**src/rtl/cut_bist_pkg.sv**
```systemverilog
// Shared types and constants for the CUT BIST sequencer.
package cut_bist_pkg;
  typedef enum logic [1:0] {IDLE, RUN, DONE} state_t;

  localparam int DEF_IN_W  = 14;
  localparam int DEF_OUT_W = 17;
  localparam int DEF_CNT_W = 16;

  // x^17 + x^3 + 1
  localparam logic [16:0] MISR_POLY = 17'h00009;
  // x^14 + x^5 + x^3 + x + 1 -> feedback from bits 13,4,2,0
  localparam logic [13:0] LFSR_TAPS = 14'h2015;

  // Feedback tap mask for a maximal-length Fibonacci LFSR of width w.
  function automatic logic [31:0] lfsr_taps(input int w);
    case (w)
      8:       return 32'h0000_00b8;
      14:      return 32'(LFSR_TAPS);
      16:      return 32'h0000_b400;
      default: return 32'h0000_0003;
    endcase
  endfunction
endpackage

```
**src/rtl/cut_bist_misr.sv**
```systemverilog
// Multiple-input signature register: shift-left Galois feedback plus parallel data XOR.
module cut_bist_misr #(
  parameter int               OUT_W = 17,
  parameter logic [OUT_W-1:0] POLY  = OUT_W'(9)
) (
  input  logic             clk,
  input  logic             rst_n,
  input  logic             clear,
  input  logic             en,
  input  logic [OUT_W-1:0] data,
  output logic [OUT_W-1:0] signature
);
  // Compact one response word per enabled cycle; clear has priority over enable.
  always_ff @(posedge clk) begin
    if (!rst_n || clear)
      signature <= '0;
    else if (en)
      signature <= {signature[OUT_W-2:0], 1'b0}
                 ^ (signature[OUT_W-1] ? POLY : '0)
                 ^ data;
  end
endmodule

```
**src/rtl/cut_bist_sequencer.sv**
```systemverilog
// BIST sequencer: drives a combinational CUT with counter/LFSR patterns and
// compacts its responses into a MISR signature compared against a golden value.
module cut_bist_sequencer
  import cut_bist_pkg::*;
#(
  parameter int IN_W  = DEF_IN_W,
  parameter int OUT_W = DEF_OUT_W,
  parameter int CNT_W = DEF_CNT_W
) (
  input  logic             clk,
  input  logic             rst_n,
  input  logic             start,
  input  logic             abort,
  input  logic             mode,
  input  logic [IN_W-1:0]  seed,
  input  logic [CNT_W-1:0] pat_count,
  input  logic [OUT_W-1:0] golden,
  output logic [IN_W-1:0]  cut_x,
  input  logic [OUT_W-1:0] cut_f,
  output logic             busy,
  output logic             done,
  output logic [OUT_W-1:0] signature,
  output logic             pass
);
  localparam logic [IN_W-1:0]  TAPS = IN_W'(lfsr_taps(IN_W));
  localparam logic [OUT_W-1:0] POLY = OUT_W'(MISR_POLY);

  state_t           state;
  logic             mode_q;
  logic [OUT_W-1:0] golden_q;
  logic [CNT_W-1:0] remaining;
  logic             accept;
  logic [IN_W-1:0]  next_x;

  // A start is honoured only outside RUN and only when abort is low.
  assign accept = (state != RUN) && start && !abort;

  // Next pattern: plain up-counter or Fibonacci LFSR, shift-left with parity feedback.
  always_comb begin
    next_x = cut_x + IN_W'(1);
    if (mode_q)
      next_x = {cut_x[IN_W-2:0], ^(cut_x & TAPS)};
  end

  // Control FSM, pattern generator and run-parameter latches.
  always_ff @(posedge clk) begin
    if (!rst_n) begin
      state     <= IDLE;
      mode_q    <= 1'b0;
      golden_q  <= '0;
      remaining <= '0;
      cut_x     <= '0;
    end else begin
      case (state)
        IDLE, DONE: begin
          if (abort) begin
            state <= IDLE;
          end else if (start) begin
            mode_q    <= mode;
            golden_q  <= golden;
            remaining <= pat_count;
            // An all-zero seed would lock the LFSR, so substitute 1.
            cut_x     <= (mode && seed == '0) ? IN_W'(1) : seed;
            state     <= (pat_count == '0) ? DONE : RUN;
          end
        end
        RUN: begin
          if (abort) begin
            state <= IDLE;
          end else begin
            cut_x     <= next_x;
            remaining <= remaining - CNT_W'(1);
            if (remaining == CNT_W'(1))
              state <= DONE;
          end
        end
        default: state <= IDLE;
      endcase
    end
  end

  cut_bist_misr #(.OUT_W(OUT_W), .POLY(POLY)) u_misr (
    .clk       (clk),
    .rst_n     (rst_n),
    .clear     (accept),
    .en        ((state == RUN) && !abort),
    .data      (cut_f),
    .signature (signature)
  );

  assign busy = (state == RUN);
  assign done = (state == DONE);
  assign pass = done && (signature == golden_q);
endmodule
```
**config.mk**
```make
export PLATFORM = sky130hd
export DESIGN_NAME = cut_bist_sequencer
export DESIGN_NICKNAME = d
export VERILOG_FILES = /design/src/rtl/cut_bist_pkg.sv /design/src/rtl/cut_bist_misr.sv /design/src/rtl/cut_bist_sequencer.sv
export SDC_FILE = /design/constraint.sdc
export NUM_CORES = 1
export LEC_CHECK = 0
export ABC_AREA = 1
export ABC_CLOCK_PERIOD_IN_PS = 1300
export BUFFER_PORTS_ARGS = -buffer_cell sky130_fd_sc_hd__buf_4
export CAP_MARGIN = 15
export CORE_MARGIN = 1
export CORE_UTILIZATION = 35
export CTS_CLUSTER_SIZE = 30
export DETAILED_ROUTE_END_ITERATION = 10
export HOLD_SLACK_MARGIN = 0.03
export MAX_ROUTING_LAYER = met4
export PLACE_DENSITY = 0.68
export SKIP_CTS_REPAIR_TIMING = 1
export SYNTH_ARGS = -nofsm -noshare
export SYNTH_HDL_FRONTEND = slang
export SYNTH_HIERARCHICAL = 1
export SYNTH_SLANG_ARGS = --single-unit
```
**constraint.sdc**
```tcl
create_clock -name clk -period 1.3 [get_ports clk]
set_input_delay 0.26 -clock clk [delete_from_list [all_inputs] [get_ports clk]]
set_output_delay 0.26 -clock clk [all_outputs]
set_load 0.005 [all_outputs]
```
==> flow_summary.yaml <==
logic_synthesis:
  synthFlopType: "dfxtp_1"
  netlist-cell-type-count: 37
  synth_top_area_frac: 0.326
  yosysWarnings: 6
  syn-mean-instance-area_sq_um: 6.25
  synth.cell_area_sq_um: 4110
  synthTopCellsByCount: "136 x nand2_1, 104 x nor2_1, 75 x a21oi_1, 75 x inv_1, 67 x dfxtp_1"
  ys_top_cells_by_area: "dfxtp_1 33%, nand2_1 12%, nor2_1 9.5%"
  post_synth_inst_count: 658
  async_reset_ff_frac: 0
  synth-seq-area-share: 0.326
  synth-edff-count: 0
  synth_area_leader_cell: "dfxtp_1"
  register_bit_total_from_synthesis: 67
  postSynthNetCount: 730
  synth.most_common_cell: "nand2_1"
hold_path:
  hold_path_depth: 3
  hp-class: "input pin to flop"
  min_delay_worst_endpoint: "remaining[1]"
  timing.hold.worst.start: "pat_count[1]"
placement:
  cell_count_after_placement: 947
  globalplace.congestion: 0.860
  dpl.hpwl_um: 9110
  io_buffers: 102
  dpl_worst_slack_ns: -0.159
  detailed_place.area_sq_um: 5500
worst_setup_path:
  critPathBufInv: 1
  crit_path_max_incr_delay_ns: 0.37
  crit_path_end_kind: "output port"
  path_class: "flop to output port"
  worstReg2RegStart: "state[0]"
  timing.critical_path.arrival_ns: 1.42
  ff2ff_setup_slack_ns: -0.33
  timing_startpoint_of_the_critical_path: "u_misr/signature[5]"
  cp_max_fo: 2
  r2r_end: "cut_x[2]"
  cp_top_family: "simple AND/OR/NAND/NOR gates"
  rr_worst_depth: 11
  critical_path.startpoint_type: "flop"
  critical_path.cell_chain: "xnor2_2 -> nand3_1 -> nor3_2 -> nand3_1 -> nor2_2 -> buf_4"
  worstPathRequired_ns: 1.04
  path_depth: 6
  cpMaxStageDelayCell: "dfxtp_1"
  critPathMostFrequentCell: "nand3_1"
finish:
  postLayoutCellArea_sq_um: 7030
  design.final.nets: 913
  fillerInstances: 969
  final_core_util: 0.616
  insertedDiodeCount: 0
  final-instance-count-excl-fill: 989
  areaGrowthSynthToFinish_pct: 70.9
  layout-drive-gt1-share: 0.421
sta:
  fin_worst_hold_slack_ns: 0.174
  timing.final.max_slew_violations: 0
  timing.final.hold_violations: 0
  setup_tns_after_final_layout_ns: -14.00
  post-route-worst-setup-slack_ns: -0.383
  worst_clk_skew_ns: 0.00882
  finalSetupViolations: 69
  timing.slew.headroom: 0.603
  final_min_period_over_clock_period: 1.29
  fmaxAchievable_mhz: 594
  rsz0062_at_grt: "yes"
  post-route-min-period_ns: 1.68
  worstMarginPinSlew_ns: 0.592
grt:
  global_route.overflow_total: 0
  grt_pass1_vias: 4228
  grt_start_max_net_pins: 34
  global_route_wire_length_before_repair_um: 20100
  number_of_antenna_violations_at_the_first_check_in_global_routing: 0
  total_routing_usage_gr: 0.204
clocking:
  ctsRootBufferMaster: "clkbuf_16"
  clk_transition_reported_paths_ns: 0.06
  cts_inserted_buffers: 9
  worstSkewPairLatency_ns: 0.33
  clock-sinks: 67
  cts_tree: "done"
  clock_tree.buffer_depth: 2
  cts_max_level: 3
detailed_routing:
  routedWlPerCell_um: 14.8
  route.antenna.remaining_nets: 0
  vias_per_cell: 5.07
  drt_first_pass_iters: 4
  routed_wl_um: 14700
  via_count: 5017
  drcViolationCount: 0
  initialDrtViolationCount: 299
power_and_ir_drop:
  combinationalPowerShare: 0.278
  sequentialPowerShare: 0.310
  power.switching_fraction: 0.288
  design_power_total_mw: 7.47
  power.share.clock: 0.412
  switchingPower_mw: 2.15
  peakVddDrop_mv: 0.663
  power.density_cell_area_nw_per_um2: 1060
  power_report.internal_total_mw: 5.32
  power.leakage_nw: 3.21
die:
  rows: 39
  floorplan.initialDensity: 0.360
  design.core.area_sq_um: 11400
  die_width_um: 110
  fp.dieArea_sq_um: 12200
  die_height_um: 110
  io_pins: 103
run_status:
  run_status: "finished, violations left"
  failing_checks: "setup timing"
flow_run:
  drv_cap: 0
[power by group through the flow]
stage,logic [mW],registers [mW],clock network (mW)
after floorplan,0.782,2.35,0
after detailed placement,1.49,2.34,0
after global routing,2.24,2.33,3.20
after CTS,1.50,2.30,3.10
after global placement,1.48,2.34,0
final,2.08,2.31,3.08
[layout make-up]
cell class | instances | area [sq um] | share of cell area
multi-input cells | 487 | 2980 | 0.424
repair buffers | 197 | 1810 | 0.258
flip-flops and latches | 67 | 1350 | 0.193
inverters | 79 | 332 | 0.0472
clock buffers | 10 | 239 | 0.0340
well taps | 143 | 179 | 0.0255
clock inverters | 6 | 136 | 0.0194
[worst reg2reg max path, stage by stage, from the launching register on]
cell	delay [ns]
dfxtp_4	0.36
buf_6	0.11
buf_6	0.10
buf_6	0.11
nor2_4	0.13
nand2_4	0.10
nand2_8	0.12
buf_12	0.15
buf_12	0.13
buf_12	0.10
o21ai_4	0.04
a21oi_2	0.11
[registers in the layout, summed over array words and instances (netlist names)]
name and flops:
cut_x 14, golden_q 17, mode_q 1, remaining 16, state 2, u_misr/signature 17
[worst max path at each step]
stage	end	slack, ns
floorplan	u_misr/signature[10]	0.002
global placement	pass	-0.14
detailed placement	pass	-0.16
CTS	pass	-0.51
global route	pass	-0.46
finish	pass	-0.38
[cells in the final DEF, fill, tap and decap left out, types with 6 or more instances in the layout]
master     count
nand2_2        9
dfxtp_2        7
nor2_1        71
nor2_4        23
buf_4        163
buf_6         13
nand2_1      125
o21ai_0       19
o21ai_4        8
o21ai_1       24
xor2_1        20
a21oi_4        6
buf_12        11
clkbuf_16     16
a21oi_2       30
nor2_2        13
o21ai_2       19
dfxtp_1       59
inv_1         70
a21oi_1       40
nand3_1       37
nand4_1        8
[routing by layer]
| layer | GRT usage | vias up | wire length [um] |
|---|---|---|---|
| met3 | 0.0285 | 24 | 841 |
| met4 | 0.0560 | 0 | 297 |
| met5 | - | - | 0 |
| met2 | 0.328 | 179 | 7060 |
| met1 | 0.266 | 2312 | 6480 |
| li1 | - | 2502 | - |
[cells by family (layout without fill, tap and decap cells)]
logic type	count (synthesis)	count (layout)	share of synthesized area
xor+xnor	22	22	0.0468
simple gates	302	302	0.304
flops	67	67	0.326
fa+ha+maj	3	3	0.00913
buf+inv	104	292	0.109
compound gates	160	160	0.205
Power figures use the tool's default switching activity.
